<file path="src/rtl/decode_issue_queue.sv">
// decode_issue_queue: circular fetch buffer with head decode and registered dual-issue output stage
module decode_issue_queue #(
  parameter int DEPTH   = 8,
  parameter int FETCH_W = 2,
  parameter int ISSUE_W = 2
) (
  input  logic                  clk,
  input  logic                  resetn,
  input  logic                  flush,
  input  logic [FETCH_W-1:0]    in_valid,
  input  logic [32*FETCH_W-1:0] in_instr,
  input  logic [32*FETCH_W-1:0] in_pc,
  output logic                  in_ready,
  output logic [ISSUE_W-1:0]    out_valid,
  output logic [32*ISSUE_W-1:0] out_instr,
  output logic [32*ISSUE_W-1:0] out_pc,
  output logic [13*ISSUE_W-1:0] out_ctrl,
  input  logic                  out_ready
);
  localparam int AW = $clog2(DEPTH);
  localparam int CW = AW + 1;

  // ctrl layout: {regwrite, regdst[1:0], is_imm, memtoreg, mem_read, mem_write, hilo_wen, ri, branch_judge[2:0], sign_ex}
  function automatic logic [12:0] decode(input logic [31:0] i);
    logic [5:0] op;
    logic [5:0] fn;
    logic [4:0] rs;
    logic [4:0] rt;
    logic       rw, ii, mr, mw, hw, ri;
    logic [1:0] rd;
    logic [2:0] bj;
    op = i[31:26];
    fn = i[5:0];
    rs = i[25:21];
    rt = i[20:16];
    rw = 1'b0; ii = 1'b0; mr = 1'b0; mw = 1'b0; hw = 1'b0; ri = 1'b0;
    rd = 2'b00;
    bj = 3'b000;
    case (op)
      6'h00: case (fn)
        6'h00, 6'h02, 6'h03, 6'h04, 6'h06, 6'h07, 6'h10, 6'h12,
        6'h20, 6'h21, 6'h22, 6'h23, 6'h24, 6'h25, 6'h26, 6'h27,
        6'h2a, 6'h2b: rw = 1'b1;
        6'h09: begin rw = 1'b1; rd = 2'b10; end
        6'h11, 6'h13, 6'h18, 6'h19, 6'h1a, 6'h1b: hw = 1'b1;
        6'h08, 6'h0c, 6'h0d: ;
        default: ri = 1'b1;
      endcase
      6'h01: case (rt)
        5'h00: bj = 3'b101;
        5'h01: bj = 3'b110;
        5'h10: begin bj = 3'b101; rw = 1'b1; rd = 2'b10; end
        5'h11: begin bj = 3'b110; rw = 1'b1; rd = 2'b10; end
        default: ri = 1'b1;
      endcase
      6'h02: ;
      6'h03: begin rw = 1'b1; rd = 2'b10; end
      6'h04: bj = 3'b001;
      6'h05: bj = 3'b010;
      6'h06: bj = 3'b011;
      6'h07: bj = 3'b100;
      6'h08, 6'h09, 6'h0a, 6'h0b, 6'h0c, 6'h0d, 6'h0e, 6'h0f: begin rw = 1'b1; rd = 2'b01; ii = 1'b1; end
      6'h10: begin
        if (rs == 5'h00) begin rw = 1'b1; rd = 2'b01; end
        else if (rs != 5'h04 && i[25:0] != 26'h2000018) ri = 1'b1;
      end
      6'h20, 6'h21, 6'h23, 6'h24, 6'h25: begin rw = 1'b1; rd = 2'b01; ii = 1'b1; mr = 1'b1; end
      6'h28, 6'h29, 6'h2b: begin ii = 1'b1; mw = 1'b1; end
      default: ri = 1'b1;
    endcase
    return {rw, rd, ii, mr, mr, mw, hw, ri, bj, op[5:2] != 4'b0011};
  endfunction

  // instructions that touch HI/LO or CP0 state and must issue alone
  function automatic logic serial(input logic [31:0] i);
    return (i[31:26] == 6'h00 && (i[5:0] == 6'h10 || i[5:0] == 6'h12)) ||
           (i[31:26] == 6'h10 && (i[25:21] == 5'h00 || i[25:21] == 5'h04));
  endfunction

  // instructions that redirect to an exception path; nothing may issue beside them
  function automatic logic trap(input logic [31:0] i);
    return (i[31:26] == 6'h00 && (i[5:0] == 6'h0c || i[5:0] == 6'h0d)) || i == 32'h42000018;
  endfunction

  logic [31:0]   q_instr [DEPTH];
  logic [31:0]   q_pc    [DEPTH];
  logic [AW-1:0] head, tail;
  logic [CW-1:0] count, n_in, n_wr, n_iss;
  logic [1:0]    v_r;
  logic [31:0]   i_r [2];
  logic [31:0]   p_r [2];
  logic [12:0]   c_r [2];
  logic [31:0]   h0, h1;
  logic [12:0]   c0, c1;
  logic [4:0]    d0;
  logic          load, take0, take1, raw;

  assign in_ready = resetn && (count <= CW'(DEPTH - FETCH_W));
  assign h0       = q_instr[head];
  assign h1       = q_instr[head + AW'(1)];
  assign c0       = decode(h0);
  assign c1       = decode(h1);
  assign d0       = c0[11:10] == 2'b00 ? h0[15:11] : c0[11:10] == 2'b01 ? h0[20:16] : 5'd31;
  assign raw      = c0[12] && d0 != 5'd0 && (d0 == h1[25:21] || d0 == h1[20:16]);
  assign load     = v_r == 2'b00 || out_ready;
  assign take0    = count != '0;
  assign take1    = ISSUE_W == 2 && count >= CW'(2) && !raw &&
                    !((c0[7] | c0[6]) && (c1[7] | c1[6])) &&
                    !(c0[5] | c1[5] | serial(h0) | serial(h1)) &&
                    !(trap(h0) | c0[4]);
  assign n_wr     = in_ready ? n_in : '0;
  assign n_iss    = load ? CW'(take0) + CW'(take1) : '0;

  // number of valid fetch slots offered this cycle
  always_comb begin
    n_in = '0;
    for (int k = 0; k < FETCH_W; k++) n_in = n_in + CW'(in_valid[k]);
  end

  // queue storage: slot k lands at tail+k, no reset needed since pointers gate visibility
  always_ff @(posedge clk) begin
    for (int k = 0; k < FETCH_W; k++)
      if (in_ready && !flush && in_valid[k]) begin
        q_instr[tail + AW'(k)] <= in_instr[32*k +: 32];
        q_pc[tail + AW'(k)]    <= in_pc[32*k +: 32];
      end
  end

  // head/tail/count bookkeeping; flush shares the reset path
  always_ff @(posedge clk) begin
    if (!resetn || flush) begin
      head  <= '0;
      tail  <= '0;
      count <= '0;
    end else begin
      head  <= head + AW'(n_iss);
      tail  <= tail + AW'(n_wr);
      count <= count + n_wr - n_iss;
    end
  end

  // registered issue stage: reload when empty or consumed, otherwise hold
  always_ff @(posedge clk) begin
    if (!resetn) begin
      v_r <= '0;
      for (int s = 0; s < 2; s++) begin
        i_r[s] <= '0;
        p_r[s] <= '0;
        c_r[s] <= '0;
      end
    end else if (flush) begin
      v_r <= '0;
    end else if (load) begin
      v_r    <= {take1, take0};
      i_r[0] <= h0;
      i_r[1] <= h1;
      p_r[0] <= q_pc[head];
      p_r[1] <= q_pc[head + AW'(1)];
      c_r[0] <= c0;
      c_r[1] <= c1;
    end
  end

  // flatten the issue stage onto the output buses
  always_comb begin
    for (int s = 0; s < ISSUE_W; s++) begin
      out_valid[s]          = v_r[s];
      out_instr[32*s +: 32] = i_r[s];
      out_pc[32*s +: 32]    = p_r[s];
      out_ctrl[13*s +: 13]  = c_r[s];
    end
  end
endmodule

</file>
<file path="config.mk">
export PLATFORM = sky130hd
export DESIGN_NAME = decode_issue_queue
export DESIGN_NICKNAME = d
export VERILOG_FILES = /design/src/rtl/decode_issue_queue.sv
export SDC_FILE = /design/constraint.sdc
export NUM_CORES = 1
export LEC_CHECK = 0
export BUFFER_PORTS_ARGS = -buffer_cell sky130_fd_sc_hd__buf_2
export CAP_MARGIN = 10
export CORE_AREA = 2 2 352 354
export DETAILED_ROUTE_END_ITERATION = 8
export DIE_AREA = 0 0 354 356
export PLACE_DENSITY = 0.55
export RECOVER_POWER = 25
export SYNTH_ARGS = -nofsm -noshare
export SYNTH_HDL_FRONTEND = slang
export SYNTH_SLANG_ARGS = --single-unit
</file>
<file path="constraint.sdc">
create_clock -name clk -period 14.8 [get_ports clk]
set_clock_uncertainty 0.1 [all_clocks]
set_input_delay 2.96 -clock clk [delete_from_list [all_inputs] [get_ports clk]]
set_output_delay 2.96 -clock clk [all_outputs]
set_load 0.02 [all_outputs]
</file>
==> impl_results.md <==
* Status: finished, violations left
* Failing checks: capacitance limit, slew limit
* Max Cap Violations at 10
* Slew Viols, Final at 323
* Die height at 356 um
* Layout Nets at 2659
* Sequential cell area at 20200 um2
* Critical path startpoint category: flip-flop
* Initial Utilization at 29.7%
* Wirelength per Cell at 28.8 um
* Drt pass-1 iters at 6
* Max Clock Freq at 93.9 MHz
* Hold crit path type: reg -> reg
* Top cells by area, synth: edfxtp_1 (55%), mux2_2 (16%), mux4_2 (16%), mux2i_1 (2.4%), nor2_1 (1.4%)
* CTS tree: yes
* Clock Latency Late Sink at 0.63 ns
* WP data required at 15.22 ns
* Crit Path Class: reg -> reg
* Synth unique cells at 67
* Setup tns final at 0 ns
* Leakage at 13.3 nW
* Fill count at 11914
* Sink Count at 676
* Mean Syn Cell Area at 16.2 um2
* Share of cells above drive strength 1 at 42.4%
* Yosys top cell by area: edfxtp_1
* Die W at 354 um
* Num CTS Buffers at 77
* Final period util at 72.0%
* EDFF count, synth at 664
* Async set-or-reset flop fraction in the synthesized netlist at 0%
* Critical Path Slowest Stage Cell: clkbuf_1
* DRT iter0 DRCs at 2200
* ANT nets after route at 0
* Pre-CTS setup slack at 6.67 ns
* Final Hold Viols at 0
* Vias at 23150
* Final worst slack at 4.15 ns
* Post-CTS sizing at 0
* Antenna violations before repair at 55
* DRC viols at 0
* Critical path arrival at 11.07 ns
* Crit path max-delay family: buffers and inverters
* Crit-path cells: clkbuf_1 -> buf_4 -> inv_2 -> mux2i_1 -> a41oi_1 -> nor4_4 -> a211oi_1 -> mux2_1 -> a211oi_1 -> a22oi_1 -> a2111oi_2 -> and3b_1 -> ha_1 -> and2_1 -> fa_1 -> inv_1 -> ha_1 -> a21o_1 -> a21oi_1 -> xnor2_1 -> nor2_1
* Overall routing resource usage at 18.8%
* Total setup buffers inserted after CTS at 0
* Top_reg_cell synth: edfxtp_1
* CTS root buffer: clkbuf_16
* Multi-input gate area at 15600 um2
* Final wirelength at 122000 um
* Commonest non-fill, non-tap cell in the layout: edfxtp_1
* Yosys top cell area share at 54.7%
* Synthesized Nets at 2397
* IO buf count at 290
* Tightest Pin Transition at 4.34 ns
* FF+latch count, synth at 676
* Crit path time final at 10.65 ns
* Crit Path Max Fanout at 61
* CP endpoint kind: flip-flop
* Mapped Cells at 2247
* PwrDens at 154 nW/um2
* Maximum buffer depth of the clock tree at 3
* Final HPWL from detailed placement at 75200 um
* Clock-pin slew on the worst setup and hold paths at 0.06 ns
* Cell area after layout at 42000 um2
* First-pass GRT wire length at 174000 um
* Remaining Overflow, GRT at 0
* Area of placed instances at 39800 um2
* RSZ-0062 raised after global routing: no
* Final Wtd Congestion at 0.923
* Finish-stage setup viols at 0
* Via/cell ratio at 5.49
* I/O pin total at 291
* Worst vdd ir at 0.0848 mV
* Slew headroom at -190%
* Synthesized cell area at 36500 um2
* Seq/Total Area, Yosys at 55.4%
* FP Rows at 129
* Largest net degree at the start of global routing at 81
* Slowest stage delay, CP at 3.09 ns
* Syn. warnings at 0
* Vias in the first global route at 23793
* Worst path bufs/invs at 4
* Hold-fix buffers, CTS at 0
* Overall power at 6.47 mW
* Area grow syn2layout at 15.2%
* Core Box Area at 123000 um2
* Commonest non-fill, non-tap cells in the layout: edfxtp_1 (664), mux2_2 (525), mux4_2 (254)
* Die area at 126000 um2
* Htree depth at 3
* Final Util at 34.2%
## registers in the layout (all words and copies together), names as in the netlist
signal     flops
c_r           24
count          4
head           3
i_r           64
out_valid      2
p_r           64
q_instr      256
q_pc         256
tail           3
## worst paths after layout
check                from      endpoint  slack (ns)  cells after the start
max               head[0]      count[3]        4.15                     21
min          out_valid[0]  out_valid[0]        0.42                      2
max reg2reg       head[0]      count[3]        4.15                     21
min reg2reg  out_valid[0]  out_valid[0]        0.42                      2
## worst min-delay path, stage by stage, from the launching register on
cell	delay, ns
dfxtp_1	0.32
nand2_1	0.09
a21oi_1	0.06
## report_power, final
part / switching, mW / total, mW / internal [mW]
combinational: 1.24 / 2.20 / 0.963
clock: 0.804 / 1.93 / 1.12
sequential: 0.0902 / 2.34 / 2.25
total: 2.14 / 6.47 / 4.33
## metrics by stage
| stage | hold slack, ns | cells |
|---|---|---|
| after floorplan | 0.463 | 2247 |
| after global placement | 0.422 | 4067 |
| after detailed placement | 0.408 | 4067 |
| after CTS | 0.422 | 4204 |
| after global routing | 0.463 | 4207 |
| final | 0.425 | 4220 |
## per-layer routing
metal	wire, um	share of wire, %	global-route usage (%)	vias to the layer above
met5	297	0.24	0	-
met4	3120	2.6	5.16	46
met3	10700	8.8	5.11	262
met1	48700	40	24.1	12130
li1	-	-	-	9623
met2	58700	48	31.4	1089
## logic make-up after synthesis
| family | after synthesis | share of synthesized area, % |
|---|---|---|
| xor gates and xnor gates | 17 | 0.429 |
| DFF | 676 | 55.4 |
| buffers and inverters | 176 | 2.21 |
| and+or+nand+nor | 360 | 4.44 |
| AOI/OAI and AO/OA | 127 | 2.26 |
| adders and majority gates | 16 | 0.632 |
| muxes | 875 | 34.7 |
## cells in the mapped netlist (all sizes together) (3+ instances only)
cell / n
edfxtp: 664
mux2: 527
mux4: 254
nand2: 132
nor2: 132
mux2i: 94
clkbuf: 84
buf: 69
a21oi: 55
inv: 23
and2: 15
nor3: 14
o21ai: 14
nand3: 13
xnor2: 13
a211oi: 12
dfxtp: 12
ha: 12
nor4: 11
nand4: 9
and3: 8
nand2b: 6
nor2b: 5
o31ai: 5
a21o: 4
a22oi: 4
fa: 4
nand3b: 4
o21bai: 4
o22ai: 4
or2: 4
xor2: 4
a31oi: 3
a32oi: 3
or3: 3
## area by class of cell
class                   instances  area share [%]
flip-flops and latches        676            48.1
multi-input cells            1395            37.1
well taps                    1637            4.88
clock buffers                  98            4.88
repair buffers                336            3.72
clock inverters                39            1.03
inverters                      23           0.206
diodes                         16          0.0954
(Power assumes the default switching activity.)
